===== src/rtl/sagu_miss_sched_pkg.sv =====
// Shared types for the store-AGU TLB-miss scheduler: FSM encoding, address/page
// geometry and the payload kept per buffered miss.
package sagu_miss_sched_pkg;

    localparam int ADDR_W   = 44;
    localparam int ATTR_W   = 4;
    localparam int PAGE_LSB = 13;
    localparam int PAGE_W   = ADDR_W - PAGE_LSB;

    typedef enum logic [2:0] {
        S_IDLE      = 3'd0,
        S_WALK_REQ  = 3'd1,
        S_WALK_WAIT = 3'd2,
        S_HOLD      = 3'd3,
        S_REPLAY    = 3'd4,
        S_DRAIN     = 3'd5
    } state_t;

    typedef struct packed {
        logic [ADDR_W-1:0] addr;
        logic [ATTR_W-1:0] attr;
        logic              thread;
    } miss_data_t;

endpackage


===== src/rtl/sagu_miss_buf.sv =====
// Circular miss buffer: in-order capture/pop, flush, and a page/thread match
// vector that marks every waiting entry covered by a finished walk.
module sagu_miss_buf
    import sagu_miss_sched_pkg::*;
#(
    parameter int DEPTH = 4
) (
    input  logic                   clk,
    input  logic                   rst,
    input  logic                   i_flush,
    input  logic                   i_wr_en,
    input  miss_data_t             i_wr_data,
    input  logic                   i_pop,
    input  logic                   i_mark_en,
    input  logic [PAGE_W-1:0]      i_mark_page,
    input  logic                   i_mark_thread,
    output logic [$clog2(DEPTH):0] o_count,
    output logic                   o_any_valid,
    output logic                   o_head_valid,
    output logic                   o_head_resolved,
    output miss_data_t             o_head,
    output logic                   o_next_valid,
    output logic                   o_next_resolved,
    output logic [ADDR_W-1:0]      o_next_addr,
    output logic [ATTR_W-1:0]      o_next_attr
);
    localparam int IDX_W = $clog2(DEPTH);
    localparam int PTR_W = IDX_W + 1;

    miss_data_t       r_data [DEPTH];
    logic [DEPTH-1:0] r_valid;
    logic [DEPTH-1:0] r_resolved;
    logic [PTR_W-1:0] r_head;
    logic [PTR_W-1:0] r_tail;
    logic [DEPTH-1:0] w_match;
    logic [IDX_W-1:0] w_head_idx;
    logic [IDX_W-1:0] w_next_idx;
    logic [IDX_W-1:0] w_tail_idx;
    logic             w_wr_match;

    assign w_head_idx = r_head[IDX_W-1:0];
    assign w_tail_idx = r_tail[IDX_W-1:0];
    assign w_next_idx = w_head_idx + IDX_W'(1);

    always_comb begin
        w_match = '0;
        for (int i = 0; i < DEPTH; i++) begin
            w_match[i] = r_valid[i]
                      && (r_data[i].addr[ADDR_W-1:PAGE_LSB] == i_mark_page)
                      && (r_data[i].thread == i_mark_thread);
        end
    end

    // A miss arriving in the same cycle as the walk completion is born resolved.
    assign w_wr_match = i_mark_en
                     && (i_wr_data.addr[ADDR_W-1:PAGE_LSB] == i_mark_page)
                     && (i_wr_data.thread == i_mark_thread);

    // NOTE: only the control bits (valid/resolved/pointers) are reset; the payload
    // array is never read while its valid bit is clear, so it needs no reset.
    always_ff @(posedge clk or negedge rst) begin
        if (!rst) begin
            r_valid    <= '0;
            r_resolved <= '0;
            r_head     <= '0;
            r_tail     <= '0;
        end else if (i_flush) begin
            r_valid    <= '0;
            r_resolved <= '0;
            r_head     <= r_tail;
        end else begin
            if (i_mark_en) begin
                r_resolved <= r_resolved | w_match;
            end
            if (i_pop) begin
                r_valid[w_head_idx] <= 1'b0;
                r_head              <= r_head + PTR_W'(1);
            end
            if (i_wr_en) begin
                r_valid[w_tail_idx]    <= 1'b1;
                r_resolved[w_tail_idx] <= w_wr_match;
                r_tail                 <= r_tail + PTR_W'(1);
            end
        end
    end

    always_ff @(posedge clk) begin
        if (i_wr_en) begin
            r_data[w_tail_idx] <= i_wr_data;
        end
    end

    assign o_count         = r_tail - r_head;
    assign o_any_valid     = |r_valid;
    assign o_head_valid    = r_valid[w_head_idx];
    assign o_head_resolved = r_resolved[w_head_idx];
    assign o_head          = r_data[w_head_idx];
    assign o_next_valid    = r_valid[w_next_idx];
    assign o_next_resolved = r_resolved[w_next_idx];
    assign o_next_addr     = r_data[w_next_idx].addr;
    assign o_next_attr     = r_data[w_next_idx].attr;

endmodule


===== src/rtl/sagu_miss_sched.sv =====
// Store-AGU TLB-miss scheduler: buffers missed stores, walks each distinct page
// oldest-first and replays resolved ops into the AGU through the mex port.
module sagu_miss_sched
    import sagu_miss_sched_pkg::*;
#(
    parameter int DEPTH   = 4,
    parameter int TIMEOUT = 255
) (
    input  logic              clk,
    input  logic              rst,
    input  logic              except,
    input  logic              miss_en,
    input  logic [ADDR_W-1:0] miss_addr,
    input  logic [ATTR_W-1:0] miss_attr,
    input  logic              miss_thread,
    output logic              walk_req,
    output logic [PAGE_W-1:0] walk_page,
    output logic              walk_thread,
    input  logic              walk_ack,
    input  logic              walk_done,
    output logic              issue_hold,
    output logic              mex_en,
    output logic [ADDR_W-1:0] mex_addr,
    output logic [ATTR_W-1:0] mex_attr,
    output logic              full,
    output logic              overflow,
    output logic              busy
);
    localparam int PTR_W = $clog2(DEPTH) + 1;
    localparam int TMR_W = $clog2(TIMEOUT + 1);

    state_t            r_state;
    state_t            w_next;
    logic [TMR_W-1:0]  r_timer;
    logic              r_walk_req;
    logic [PAGE_W-1:0] r_walk_page;
    logic              r_walk_thread;
    logic              r_issue_hold;
    logic              r_mex_en;
    logic [ADDR_W-1:0] r_mex_addr;
    logic [ATTR_W-1:0] r_mex_attr;
    logic              r_overflow;

    logic [PTR_W-1:0]  w_count;
    logic              w_any_valid;
    logic              w_head_valid;
    logic              w_head_resolved;
    miss_data_t        w_head;
    logic              w_next_valid;
    logic              w_next_resolved;
    logic [ADDR_W-1:0] w_next_addr;
    logic [ATTR_W-1:0] w_next_attr;
    miss_data_t        w_wr_data;
    logic              w_wr_en;
    logic              w_drop;
    logic              w_pop;
    logic              w_mark_en;

    assign w_wr_data = '{addr: miss_addr, attr: miss_attr, thread: miss_thread};
    assign w_wr_en   = miss_en && !except && (w_count <  PTR_W'(DEPTH));
    assign w_drop    = miss_en && !except && (w_count == PTR_W'(DEPTH));
    assign w_pop     = (r_state == S_REPLAY) && !except;
    assign w_mark_en = (r_state == S_WALK_WAIT) && walk_done && !except;

    sagu_miss_buf #(.DEPTH(DEPTH)) u_buf (
        .clk             (clk),
        .rst             (rst),
        .i_flush         (except),
        .i_wr_en         (w_wr_en),
        .i_wr_data       (w_wr_data),
        .i_pop           (w_pop),
        .i_mark_en       (w_mark_en),
        .i_mark_page     (r_walk_page),
        .i_mark_thread   (r_walk_thread),
        .o_count         (w_count),
        .o_any_valid     (w_any_valid),
        .o_head_valid    (w_head_valid),
        .o_head_resolved (w_head_resolved),
        .o_head          (w_head),
        .o_next_valid    (w_next_valid),
        .o_next_resolved (w_next_resolved),
        .o_next_addr     (w_next_addr),
        .o_next_attr     (w_next_attr)
    );

    // NOTE: next-state is given a default before the case so no path leaves it
    // unassigned, which would otherwise infer a latch.
    always_comb begin
        w_next = r_state;
        unique case (r_state)
            S_IDLE:      if (w_head_valid) w_next = w_head_resolved ? S_HOLD : S_WALK_REQ;
            S_WALK_REQ:  if (walk_ack) w_next = S_WALK_WAIT;
            S_WALK_WAIT: begin
                if (walk_done)                        w_next = S_HOLD;
                else if (r_timer == TMR_W'(TIMEOUT))  w_next = S_WALK_REQ;
            end
            S_HOLD:      w_next = S_REPLAY;
            S_REPLAY:    if (!(w_next_valid && w_next_resolved)) w_next = S_IDLE;
            S_DRAIN:     if (walk_done) w_next = S_IDLE;
            default:     w_next = S_IDLE;
        endcase
        // A walk the walker has already latched must be allowed to finish.
        if (except) begin
            if ((r_state == S_WALK_WAIT && !walk_done) || (r_state == S_WALK_REQ && walk_ack))
                w_next = S_DRAIN;
            else if (r_state != S_DRAIN)
                w_next = S_IDLE;
        end
    end

    // NOTE: every register here uses non-blocking assignment so all of them
    // update together from the same pre-edge values.
    always_ff @(posedge clk or negedge rst) begin
        if (!rst) begin
            r_state       <= S_IDLE;
            r_timer       <= '0;
            r_walk_req    <= 1'b0;
            r_walk_page   <= '0;
            r_walk_thread <= 1'b0;
            r_issue_hold  <= 1'b0;
            r_mex_en      <= 1'b0;
            r_mex_addr    <= '0;
            r_mex_attr    <= '0;
            r_overflow    <= 1'b0;
        end else begin
            r_state      <= w_next;
            r_walk_req   <= (w_next == S_WALK_REQ);
            r_issue_hold <= (w_next == S_HOLD) || (w_next == S_REPLAY);
            r_mex_en     <= (w_next == S_REPLAY);
            r_overflow   <= w_drop;
            if (r_state == S_WALK_REQ && walk_ack)
                r_timer <= '0;
            else if (r_state == S_WALK_WAIT)
                r_timer <= r_timer + TMR_W'(1);
            if (r_state == S_IDLE && w_next == S_WALK_REQ) begin
                r_walk_page   <= w_head.addr[ADDR_W-1:PAGE_LSB];
                r_walk_thread <= w_head.thread;
            end
            // Replay data is the entry at the head once this cycle's pop has retired.
            if (w_next == S_REPLAY) begin
                r_mex_addr <= (r_state == S_REPLAY) ? w_next_addr : w_head.addr;
                r_mex_attr <= (r_state == S_REPLAY) ? w_next_attr : w_head.attr;
            end else begin
                r_mex_addr <= '0;
                r_mex_attr <= '0;
            end
        end
    end

    assign walk_req    = r_walk_req;
    assign walk_page   = r_walk_page;
    assign walk_thread = r_walk_thread;
    assign issue_hold  = r_issue_hold;
    assign mex_en      = r_mex_en;
    assign mex_addr    = r_mex_addr;
    assign mex_attr    = r_mex_attr;
    assign overflow    = r_overflow;
    assign full        = (w_count >= PTR_W'(DEPTH - 1));
    assign busy        = (r_state != S_IDLE) || w_any_valid;

endmodule

===== config.mk =====
export PLATFORM = sky130hd
export DESIGN_NAME = sagu_miss_sched
export DESIGN_NICKNAME = d
export VERILOG_FILES = /design/src/rtl/sagu_miss_sched_pkg.sv /design/src/rtl/sagu_miss_buf.sv /design/src/rtl/sagu_miss_sched.sv
export SDC_FILE = /design/constraint.sdc
export NUM_CORES = 1
export LEC_CHECK = 0
export CAP_MARGIN = 40
export CORE_MARGIN = 2
export CORE_UTILIZATION = 62
export DETAILED_ROUTE_END_ITERATION = 12
export MAX_ROUTING_LAYER = met4
export PLACE_DENSITY_LB_ADDON = 0.1
export SETUP_SLACK_MARGIN = 0.3
export SLEW_MARGIN = 10
export SYNTH_ARGS = -nofsm -noshare
export SYNTH_HDL_FRONTEND = slang
export SYNTH_SLANG_ARGS = --single-unit

===== constraint.sdc =====
create_clock -name clk -period 4.93 [get_ports clk]
set_input_delay 0.986 -clock clk [delete_from_list [all_inputs] [get_ports clk]]
set_output_delay 0.986 -clock clk [all_outputs]
set_load 0.02 [all_outputs]

==> results of run 1 <==
-- worst max-delay path, cell delays in order, from the launching register on --
cell and delay (ns):
dfrtp_4 0.70, ha_1 0.23, inv_1 0.05, fa_1 0.38, xnor2_1 0.30, a21o_1 0.12, clkdlybuf4s50_1 0.60
-- routing by layer --
layer / wire, µm / global-route usage
met1: 15100 / 0.447
met2: 17800 / 0.482
met3: 3320 / 0.0591
met4: 816 / 0.0811
met5: 0 / -
-- flip-flops by register name, summed over array words and instances (netlist names) --
register,cells
u_buf.r_tail,3
u_buf.r_head,3
u_buf.r_resolved,4
walk_req,1
overflow,1
r_state,3
walk_page,31
r_timer,8
issue_hold,1
walk_thread,1
u_buf.r_valid,4
mex_en,1
u_buf.r_data,196
mex_attr,4
mex_addr,44
-- path summary, 6_finish.rpt --
| kind | cells past startpoint | startpoint | slack, ns | endpoint |
|---|---|---|---|---|
| max | 6 | u_buf.r_head[0] | 1.04 | full |
| min | 1 | rst | 0.40 | r_timer[0] |
| max reg2reg | 8 | u_buf.r_head[0] | 1.56 | u_buf.r_data[3][7] |
| min reg2reg | 1 | u_buf.r_tail[2] | 0.53 | u_buf.r_tail[2] |
| max in group asynchronous | 2 | rst | 3.60 | mex_addr[24] |
| min in group clk | 1 | u_buf.r_tail[2] | 0.53 | u_buf.r_tail[2] |
-- cell usage in the layout, fill, tap and decap left out, types with 8 or more instances in the layout --
cell type / n
edfxtp_1: 196
clkdlybuf4s50_1: 139
xnor2_1: 137
nand2_1: 124
dfrtp_1: 107
mux4_2: 100
a21oi_1: 58
clkbuf_16: 35
xor2_1: 34
nand4_1: 33
mux2_2: 32
clkbuf_1: 14
nor4_1: 13
o21ai_0: 13
buf_4: 13
inv_1: 12
nor2_1: 12
nor3_1: 11
ha_1: 9
nand3_1: 8
-- layout make-up --
type	count	area [µm²]
Timing Repair Buffer	159	1640
Fill cell	1450	5890
Multi-Input combinational cell	623	5830
Inverter	16	60.1
Clock inverter	9	60.1
Sequential cell	305	8620
Tap cell	319	399
Clock buffer	52	970
-- power by group --
part | internal (W) | switching [W] | leakage [nW] | total (W)
sequential | 0.00314 | 0.000632 | 3.22 | 0.00377
combinational | 0.00192 | 0.00188 | 2.53 | 0.00380
clock | 0.00136 | 0.000981 | 0.497 | 0.00234
total | 0.00641 | 0.00349 | 6.24 | 0.00991
-- cell usage after synthesis (5+ instances only) --
cell / number
mux2i_1: 5
xor2_1: 34
ha_1: 10
clkbuf_1: 58
a21oi_1: 58
buf_1: 11
nand3_1: 9
mux2_2: 32
dfrtp_1: 109
nor3_1: 11
inv_1: 16
o21ai_0: 13
nor2b_1: 5
edfxtp_1: 196
mux4_2: 100
nand4_1: 33
nand2_1: 124
nor4_1: 13
xnor2_1: 137
buf_2: 9
nor2_1: 12
a31oi_1: 6
-- cells by family (layout without fill, tap and decap cells) --
kind of cell	Yosys count	count (layout)	synth area share
compound gates	81	81	0.0295
xor+xnor	171	171	0.101
fa+ha+maj	11	11	0.00979
buf+inv	97	236	0.0268
flops	305	305	0.581
mux	138	138	0.180
simple gates	222	222	0.0719
-- through the flow --
| step | utilization | instances | total power (W) |
|---|---|---|---|
| after floorplan | - | 1025 | 0.00632 |
| after global placement | 0.703 | 1420 | 0.00744 |
| after detailed placement | 0.705 | 1422 | 0.00757 |
| after CTS | 0.749 | 1483 | 0.00992 |
| after global routing | 0.749 | 1483 | 0.0104 |
| final | 0.749 | 1483 | 0.00991 |
==> flow_summary.toml, run 1 <==
[status]
status = "complete, no violations"

[synthesis]
ys_ff_latch = 305
syn-num-nets = 1091
avgSynthCellArea_um2 = 14.5
yosysSeqAreaShare = 0.581
syn_area_um2 = 14800
synth.area.top_cells = "edfxtp_1, dfrtp_1, mux4_2, xnor2_1, nand2_1"
synth_edf_count = 196
ys_types = 39
syn_inst = 1025
synth_area_leader_cell = "edfxtp_1"
synth_top_cell_area_share = 0.397
synth-async-reset-ratio = 0.357
yosysWarnings = 0
ys.flop_type = "edfxtp_1"

[finish]
synthToLayoutAreaGrowth_pct = 18.6
final_area_um2 = 17600
nNetsFinal = 1205
diodes = 0
final_layout_size_suffix_gt1_frac = 0.177

[global_route]
grt_use_total = 0.315
grt_pass1_wl_um = 56300
antenna_found_initial = 0
grt_pass1_vias = 9347
overflow = 0
grt_max_degree = 56

[placed_design]
hpwl_um = 24900
routabilityCongestion = 1.00
io_buffer_count = 140
dp_slack_ns = 1.29
placed_area_um2 = 16600

[floorplanning]
ios = 141
row_count = 56
die_area_um2 = 25200
initial_core_util = 0.632
die_w_um = 159
die_y_um = 159
core_region_area_um2 = 23500

[clock_network]
clk_latency_ns = 0.52
cts_made_buffers = 34
path_clk_slew_ns = 0.06
cts_htree_levels = 2
clockBufferDepth = 3
cts_sinks = 305
post_cts_resized = 0
postCtsSetupRepairBufs = 0
cts_root_buf = "clkbuf_16"
cts_tree = "done"
cts_hold_buf = 0

[timing]
setup_tns_ns = 0
whs_ns = 0.399
rsz0062_at_grt = "false"
min_period_ns = 3.89
setup_slack_ns = 1.04
hold_viol_final = 0
maxSlewViolCount = 0
fin_crit_sh = 0.790
setup_viol = 0
max_slew_margin = 0.447
worst_pin_slew_ns = 0.830
fin_skew_ns = 0.0166
max_freq_mhz = 257

[routing]
totalWireLength_um = 37000
ant_nets = 0
drt_first_iter_violations = 1075
drt-pass1-iter-count = 5
drt-wirelength-per-cell_um = 24.9
vias_per_cell = 6.33
via_count = 9383
drc_errors = 0

[setup_path]
end_kind = "output pin"
startpoint_type = "flip-flop"
path_class = "reg2out"
crit_fanout = 25
critPathArrivalTime_ns = 2.91
cp.required_ns = 3.94

[min_path]
hp-class = "in2async"

[power]
power.density_nw_per_um2 = 563
p_leak_nw = 6.24
ir_drop_mv = 0.328

[job]
max-cap-violations = 0
Note: power is estimated with default switching activity, not from simulation.
==> inputs of run 2 (changes only) <==
- CORE_UTILIZATION: 62 -> 58
- clock period: 4.93 -> 4 ns (I/O delays scaled with it)
==> run 2 against run 1 <==
Cell count rose by 0.74%. Count of clock-buffer cells in the layout fell by 8. Clock skew rose by 0.0013 ns. Non-clock buffer count rose by 4. Routed wire length rose by 2.3%. Critical endpoint unchanged.
==> flow_summary.toml, run 2 (synthesis gave the netlist of run 1 again) <==
[status]
status = "complete, no violations"

[routing]
vias_per_cell = 6.19
totalWireLength_um = 37800
drt-pass1-iter-count = 5
via_count = 9243
drt-wirelength-per-cell_um = 25.3
ant_nets = 0
drt_first_iter_violations = 1050
drc_errors = 0

[floorplanning]
row_count = 58
die_y_um = 164
die_w_um = 164
initial_core_util = 0.591
core_region_area_um2 = 25100
die_area_um2 = 26900
ios = 141

[timing]
hold_viol_final = 0
maxSlewViolCount = 0
fin_skew_ns = 0.0179
whs_ns = 0.285
fin_crit_sh = 0.883
setup_viol = 0
max_freq_mhz = 283
setup_tns_ns = 0
worst_pin_slew_ns = 0.874
max_slew_margin = 0.417
min_period_ns = 3.53
rsz0062_at_grt = "false"

[global_route]
grt_pass1_vias = 9097
overflow = 0
grt_max_degree = 56
grt_pass1_wl_um = 56700
grt_use_total = 0.297
antenna_found_initial = 0

[finish]
final_area_um2 = 17500
final_layout_size_suffix_gt1_frac = 0.182
nNetsFinal = 1206
largest_reg_flops = 196
synthToLayoutAreaGrowth_pct = 18.3
final_cells = 1494
post-route-util = 0.699
final_cell_mix = "edfxtp_1, clkdlybuf4s50_1, xnor2_1"
largest_register = "u_buf.r_data"
diodes = 0
layout_commonest_cell = "edfxtp_1"
num-fill-cells = 1791

[setup_path]
critPathArrivalTime_ns = 2.73
cpMaxStageDelayCell = "clkdlybuf4s50_1"
critical_path.cell_chain = "ha_1 -> inv_1 -> fa_1 -> xnor2_1 -> a21o_1 -> clkdlybuf4s50_1"
startpoint_type = "flip-flop"
end_kind = "output pin"
slowest_delay_ns = 0.60
cp.required_ns = 3.20
crit_fanout = 12
path_class = "reg2out"

[clock_network]
post_cts_resized = 0
cts_htree_levels = 1
postCtsSetupRepairBufs = 1
cts_sinks = 305
clk_latency_ns = 0.58
cts_hold_buf = 0
clockBufferDepth = 3
path_clk_slew_ns = 0.06
cts_root_buf = "clkbuf_16"
cts_tree = "done"
cts_made_buffers = 31

[placed_design]
placed_area_um2 = 16500
hpwl_um = 24600
routabilityCongestion = 0.930
dp_cells = 1435
io_buffer_count = 140

[power]
p_leak_nw = 6.24
ir_drop_mv = 0.635
power.density_nw_per_um2 = 697

[job]
max-cap-violations = 0

[min_path]
hp-class = "in2async"
-- run 2: metal layers --
metal | up-vias | wire, µm | global-route usage | share of wire
li1 | 4029 | - | - | -
met1 | 4687 | 15600 | 0.427 | 0.41
met2 | 464 | 17500 | 0.441 | 0.46
met3 | 63 | 3650 | 0.0614 | 0.096
met4 | 0 | 1010 | 0.0789 | 0.027
met5 | - | 0 | - | 0
-- run 2: area by class of cell --
type / instances / area, µm² / area share
clock buffers: 44 / 865 / 0.0493
clock inverters: 13 / 149 / 0.00848
flip-flops and latches: 305 / 8620 / 0.491
repair buffers: 163 / 1610 / 0.0918
multi-input cells: 623 / 5830 / 0.332
inverters: 16 / 60.1 / 0.00342
well taps: 330 / 413 / 0.0235
-- run 2: per-stage QoR --
| step | power [W] | worst slack, ns |
|---|---|---|
| final | 0.0122 | 0.469 |
| after global routing | 0.0128 | 0.331 |
| after CTS | 0.0122 | 0.421 |
| after detailed placement | 0.00929 | 0.812 |
| after global placement | 0.00924 | 0.861 |
| after floorplan | 0.00779 | 0.848 |
-- run 2: path summary, 6_finish.rpt --
kind / slack (ns) / end / cells past startpoint / startpoint
setup / recovery: 0.47 / full / 6 / u_buf.r_head[0]
hold / removal: 0.29 / r_timer[6] / 1 / rst
setup reg to reg: 1.09 / u_buf.r_data[3][38] / 8 / u_buf.r_head[0]
hold reg to reg: 0.53 / u_buf.r_tail[2] / 1 / u_buf.r_tail[2]
max in group asynchronous: 2.87 / mex_addr[25] / 2 / rst
min in group clk: 0.53 / u_buf.r_tail[2] / 1 / u_buf.r_tail[2]
-- run 2: report_power, final --
| group | internal, W | total, W | switching (W) |
|---|---|---|---|
| clock network | 0.00169 | 0.00289 | 0.00120 |
| registers | 0.00387 | 0.00461 | 0.000744 |
| logic | 0.00234 | 0.00473 | 0.00239 |
| total | 0.00790 | 0.0122 | 0.00433 |
-- run 2: worst max-delay path, delay by kind of cell, from the launching register on --
kind / cells / cell delay (ns)
xor gates and xnor gates: 1 / 0.27
DFF: 1 / 0.57
adders and majority gates: 2 / 0.56
buffers and inverters: 2 / 0.65
AOI/OAI and AO/OA: 1 / 0.12
